### src/rtl/rr_bus_scheduler.sv
// rtl/rr_bus_scheduler.sv - round-robin N-master bus scheduler with hold-limit preemption
// Grants one master at a time and keeps the bus parked in RELEASE until every slave is ready.
module rr_bus_scheduler #(
    parameter int NUM_MASTERS = 4,
    parameter int MSEL_W      = 2,
    parameter int NUM_SLAVES  = 3,
    parameter int MAX_HOLD    = 16,
    parameter int HOLD_W      = 5
) (
    input  logic                   clk,
    input  logic                   rst,
    input  logic [NUM_MASTERS-1:0] breq,
    input  logic [NUM_SLAVES-1:0]  sready,
    output logic [NUM_MASTERS-1:0] bgrant,
    output logic [MSEL_W-1:0]      msel,
    output logic                   bus_busy,
    output logic                   preempt
);

    localparam logic [1:0] ST_IDLE    = 2'd0;
    localparam logic [1:0] ST_GRANT   = 2'd1;
    localparam logic [1:0] ST_RELEASE = 2'd2;

    localparam bit                PREEMPT_EN = (MAX_HOLD != 0);
    localparam logic [HOLD_W-1:0] HOLD_LIM   = (MAX_HOLD == 0) ? '0 : HOLD_W'(MAX_HOLD - 1);
    localparam logic [HOLD_W-1:0] HOLD_SAT   = {HOLD_W{1'b1}};

    logic [1:0]             state_q, state_d;
    logic [MSEL_W-1:0]      owner_q, owner_d;
    logic [MSEL_W-1:0]      rr_ptr_q, rr_ptr_d;
    logic [HOLD_W-1:0]      hold_q, hold_d;
    logic                   preempt_q, preempt_d;

    logic                   sready_all;
    logic [NUM_MASTERS-1:0] owner_oh;
    logic                   others_req;
    logic                   arb_found;
    logic [MSEL_W-1:0]      arb_idx;
    logic [MSEL_W-1:0]      arb_cand;

    assign sready_all = &sready;
    assign owner_oh   = {{(NUM_MASTERS-1){1'b0}}, 1'b1} << owner_q;
    assign others_req = |(breq & ~owner_oh);

    // Search starts just after the last winner so it has lowest priority next time.
    always_comb begin
        arb_found = 1'b0;
        arb_idx   = '0;
        arb_cand  = '0;
        for (int i = 1; i <= NUM_MASTERS; i++) begin
            arb_cand = MSEL_W'((int'(rr_ptr_q) + i) % NUM_MASTERS);
            if (!arb_found && breq[arb_cand]) begin
                arb_found = 1'b1;
                arb_idx   = arb_cand;
            end
        end
    end

    always_comb begin
        state_d   = state_q;
        owner_d   = owner_q;
        rr_ptr_d  = rr_ptr_q;
        hold_d    = hold_q;
        preempt_d = 1'b0;
        case (state_q)
            ST_IDLE: begin
                if (arb_found) begin
                    state_d  = ST_GRANT;
                    owner_d  = arb_idx;
                    rr_ptr_d = arb_idx;
                    hold_d   = '0;
                end
            end
            ST_GRANT: begin
                if (!breq[owner_q]) begin
                    state_d = ST_RELEASE;
                end else if (PREEMPT_EN && (hold_q >= HOLD_LIM) && others_req) begin
                    // >= rather than == so a long sole-owner tenure is still revocable once others arrive
                    state_d   = ST_RELEASE;
                    preempt_d = 1'b1;
                end else if (hold_q != HOLD_SAT) begin
                    hold_d = hold_q + HOLD_W'(1);
                end
            end
            ST_RELEASE: begin
                if (sready_all) begin
                    if (arb_found) begin
                        state_d  = ST_GRANT;
                        owner_d  = arb_idx;
                        rr_ptr_d = arb_idx;
                        hold_d   = '0;
                    end else begin
                        state_d = ST_IDLE;
                    end
                end
            end
            default: state_d = ST_IDLE;
        endcase
    end

    always_ff @(posedge clk or posedge rst) begin
        if (rst) begin
            state_q   <= ST_IDLE;
            owner_q   <= '0;
            rr_ptr_q  <= MSEL_W'(NUM_MASTERS - 1);
            hold_q    <= '0;
            preempt_q <= 1'b0;
        end else begin
            state_q   <= state_d;
            owner_q   <= owner_d;
            rr_ptr_q  <= rr_ptr_d;
            hold_q    <= hold_d;
            preempt_q <= preempt_d;
        end
    end

    assign bgrant   = (state_q == ST_GRANT) ? owner_oh : '0;
    assign msel     = owner_q;
    assign bus_busy = (state_q != ST_IDLE);
    assign preempt  = preempt_q;

endmodule

### config.mk
export PLATFORM = sky130hd
export DESIGN_NAME = rr_bus_scheduler
export DESIGN_NICKNAME = d
export VERILOG_FILES = /design/src/rtl/rr_bus_scheduler.sv
export SDC_FILE = /design/constraint.sdc
export NUM_CORES = 1
export LEC_CHECK = 0
export CORE_MARGIN = 1
export CORE_UTILIZATION = 30
export CTS_CLUSTER_SIZE = 20
export DETAILED_ROUTE_END_ITERATION = 16
export GPL_TIMING_DRIVEN = 0
export SLEW_MARGIN = 5
export SYNTH_ARGS = -nofsm -noshare
export SYNTH_HDL_FRONTEND = slang
export SYNTH_SLANG_ARGS = --single-unit
export TNS_END_PERCENT = 50
### constraint.sdc
create_clock -name clk -period 5.3 [get_ports clk]
set_input_delay 1.59 -clock clk [delete_from_list [all_inputs] [get_ports clk]]
set_output_delay 1.59 -clock clk [all_outputs]
set_load 0.05 [all_outputs]
# Word level (Yosys, flattened, before mapping)
# Cells that the tools add are included.
word_totals:
  regBits: 12
  in_bits: 9
  wordCells: 84
op_classes:
  addsub: 5
  n_lt_le_gt_ge: 6
  eq_ne: 9
  shift: 1
  muxes: 40
  bitwise: 2
  n_reduce_logical: 16
ops:
  columns: ["operator", "n"]
  rows:
  - ["2-to-1 mux 5 bit", 5]
  - ["2-to-1 mux 2 bit", 12]
  - ["less-than comparator 2 x 3 -> 1 bit, second input constant", 5]
  - ["one-hot mux 5 bit (3 select lines)", 1]
  - ["2-to-1 mux 1 bit", 13]
  - ["binary-select mux 1 bit (select 2 bit)", 5]
  - ["inequality test 2 bit, second input constant", 5]
  - ["one-hot mux 2 bit (2 select lines)", 2]
  - ["one-hot mux 2 bit (3 select lines)", 1]
  - ["AND reduction 3 bit", 2]
  - ["adder 5 x 1 -> 5 bit, second input constant", 1]
  - [">= comparator 5 x 4 -> 1 bit, second input constant", 1]
  - ["inequality test 5 bit, second input constant", 1]
  - ["AND reduction 5 bit", 1]
  - ["adder 2 x 1 -> 2 bit, second input constant", 2]
  - ["adder 2 bit, second input constant", 2]
  - ["bitwise AND 4 bit", 1]
  - ["logical AND 1 bit", 4]
  - ["2-to-1 mux 4 bit", 1]
  - ["inverter 4 bit", 1]
  - ["nonzero test 2 bit", 2]
  - ["OR reduction 4 bit", 1]
  - ["<< shifter 1 x 2 -> 4 bit, first input constant", 1]
  - ["logical NOT 1 bit", 3]
  - ["6 further kinds", 6]

# Depth between registers and ports, before layout
depth:
  depth_word: 16
  ltp_mapped: 8
  ltp_nobuf: 8

# Worst setup path before layout
# Ideal clock, no wire load.
synth_timing:
  path_kind: "reg-to-output"
  from: "register owner_q[1] (netlist: msel[1])"
  to: "output port bgrant[0]"
  t_arrival_ns: 1.710
  required_time_ns: 3.710
  path_slack_ns: 2.000
  path_stages_with_launch: 3
  cell_sequence: "dfrtp_1 > or3b_1 > nor2_1"
synth_between:
  elab_chain_len: 2
synth_lines:
  columns: ["element", "line_no", "rtl"]
  rows:
  - ["start, declared", "29", "logic [MSEL_W-1:0] owner_q, owner_d;"]
  - ["start signal, assigned", "110", "owner_q <= owner_d;"]
  - ["<< shifter 1 x 2 -> 4 bit", "42", "assign owner_oh = {{(NUM_MASTERS-1){1'b0}}, 1'b1} << owner_q;"]
  - ["2-to-1 mux 4 bit", "117", "assign bgrant = (state_q == ST_GRANT) ? owner_oh : '0;"]
  - ["end, declared", "14", "output logic [NUM_MASTERS-1:0] bgrant,"]
# Every way passes these cells.

# Worst setup path in the final report
# Same ends and word-level chain as after synthesis.

==> summary.txt <==
CTS
  • Setup bufs post-CTS: 0
  • Clk pin slew, worst setup/hold paths: ~0.09 ns
  • CTS tree: yes
  • Cts repair resizes: 0
  • Clock latency on the worst-skew pair: slightly below 0.3 ns
  • CTS H-tree depth: 1
  • Num CTS Buffers: 3
  • Root Buffer: clkbuf_4
  • CTS max path bufs: 2
  • CTS Sinks: 12
  • Cts hold-fix bufs: 0

Timing
  • Hold Fails Final Rpt: 0
  • Max frequency: 272 MHz
  • Setup TNS: 0 ns
  • Post-route clock skew: 0.00613 ns
  • WHS: ~0.5 ns
  • Worst Tran Pin Value: 0.539 ns
  • Pins Over Slew Limit: 0
  • Final setup fails: 0
  • Unrepaired setup endpoints after global routing: no
  • Tcrit/Tclk final: between 60% and 70%
  • Min Clock Period, post-route: between 3 and 4 ns
  • Worst slew margin: about 64%

Detailed routing
  • First DRT Iteration DRCs: 13
  • DRC: 0
  • Routed wire length: around 1600 um
  • Via count: between 600 and 700
  • Via density: around 5.0
  • Post-route ant nets: 0
  • Drt pass-1 iters: 4
  • Wire per inst: between 10 and 15 um

Die
  • Boundary Pins: 17
  • Initial Util: between 30% and 40%
  • Row count: 18
  • Chip width: approximately 53 um
  • Area of the core: 2450 um^2
  • Die area: between 2000 and 3000 um^2
  • Chip height: between 50 and 60 um

Yosys
  • Synth cell types: 33
  • Sequential area share after synthesis: ~39%
  • Cell Area, Synth: roughly 770 um^2
  • Syn Inst Count: 87
  • Net Count, Synth: 99
  • Top_reg_cell synth: dfrtp_1
  • Cell accounting for the most synthesized area: dfrtp_1
  • EDFF count, synth: 0
  • Seq cells post-synth: 12
  • Async SR Flop Fraction: 100%
  • Synth warn: 0
  • Avg Synthesized Cell Area: between 8 and 9 um^2
  • Area contributors post-synth: dfrtp_1 (32%), dfstp_2 (6.8%), mux2i_1 (6.5%)
  • Yosys top cell area share: about a third

Setup path
  • CP arrival: about 2.1 ns
  • CP max FO: 6
  • FF-to-FF path depth: 8
  • Crit start category: register
  • Cells along the critical path: or3b_1 > nor2_1 > clkdlybuf4s50_1
  • CP Class: reg -> out
  • Required @ worst endpoint: about 3.7 ns
  • Critical path's slowest cell: clkdlybuf4s50_1
  • Largest stage delay, worst path: 0.81 ns
  • Worst setup EP type: primary output

Power
  • Pleak: 0.454 nW
  • Power Total: 0.526 mW
  • PwrDens: between 500 and 600 nW/um^2
  • Maximum vdd ir drop: 0.000290 V

Final layout
  • Nets: 120
  • Area delta synth->final: 30.3%
  • Most common cell after layout, fill and taps aside: clkdlybuf4s50_1
  • Share of cells above drive strength 1: between 10% and 20%
  • Most frequent cells in the layout: clkdlybuf4s50_1 (16), nor2_1 (11), nand2_1 (10), dfrtp_1 (10), inv_1 (7)
  • Ant. Diodes: 0

GRT
  • Gr usage total: a little over an eighth
  • Initial antenna violation count: 0
  • Vias in the first global route: 660
  • Total gr overflow: 0
  • Global-route wire length before repair: 2770 um
  • Pin count of the biggest net entering global routing: 13

Min path
  • Hold Path Depth: 2
  • Hold Path Class: reg -> reg

Placed design
  • I/O Buffers: 16
  • Routability Congestion: 0.731
  • Hpwl dp: around 1200 um

Job
  • Max_cap viols: 0

Status
  • Status: completed
[power breakdown]
part / switching [mW] / internal (mW) / total, mW
logic: 0.179 / 0.114 / 0.293
registers: 0.0296 / 0.126 / 0.155
clock network: 0.0355 / 0.0419 / 0.0774
[registers in the layout (all words and copies together), names as in the netlist]
name	cells
hold_q	5
msel	2
rr_ptr_q	2
state_q	2
preempt	1
[kinds of logic after synthesis]
group	Yosys count	share of synthesized area [%]
buffers and inverters	9	4.53
AO/OA/AOI/OAI	20	21.0
adder cells (fa/ha/maj)	3	4.85
multiplexers	5	6.47
flip-flops	12	39.2
AND/OR/NAND/NOR	38	23.9
[Yosys cell counts (all sizes together), types with 2 or more instances]
master / number
o21ai: 3
mux2i: 5
nor2: 11
a21boi: 2
nand2: 11
nand3b: 2
dfstp: 2
dfrtp: 10
ha: 3
inv: 7
a21oi: 5
nand3: 5
nand2b: 2
[critical path: cells and delay by family (launching register included)]
family | cells | cell delay, ns
flops | 1 | 0.44
simple gates | 2 | 0.55
buf+inv | 1 | 0.81
[routing by layer]
layer,wire (um),track usage (%)
met5,0,0
met4,36,7.46
met3,45,1.74
met2,771,20.5
met1,782,18.9
[final timing paths]
| kind | start | endpoint | slack (ns) |
|---|---|---|---|
| min in group asynchronous | rst | msel[1]$_DFFE_PP0P_ | 1.61 |
| max | msel[1]$_DFFE_PP0P_ | bgrant[0] | 1.62 |
| min reg2reg | rr_ptr_q[1]$_DFFE_PP1P_ | rr_ptr_q[1]$_DFFE_PP1P_ | 0.49 |
| min | rr_ptr_q[1]$_DFFE_PP1P_ | rr_ptr_q[1]$_DFFE_PP1P_ | 0.49 |
| max reg2reg | hold_q[0]$_DFFE_PP0P_ | hold_q[3]$_DFFE_PP0P_ | 3.10 |
| max in group asynchronous | rst | rr_ptr_q[1]$_DFFE_PP1P_ | 3.35 |
[stage by stage]
step                      instances  instance area, um^2  setup WS [ns]  utilization, %
after floorplan                  87                  773           2.00               -
after global placement          133                  971           1.81            39.6
after detailed placement        133                  971           1.81            39.6
after CTS                       137                 1010           1.61            41.0
after global routing            137                 1010           1.57            41.0
final                           137                 1010           1.62            41.0
[cell type report]
| cell class | instances | area, um^2 |
|---|---|---|
| sequential | 12 | 303 |
| tap | 30 | 37.5 |
| clock buffer | 4 | 36.3 |
| fill | 249 | 1450 |
| buffer | 2 | 8.76 |
| multi-input combinational | 66 | 435 |
| timing repair buffer | 16 | 160 |
| inverter | 7 | 26.3 |
Note: power is estimated with default switching activity, not from simulation.
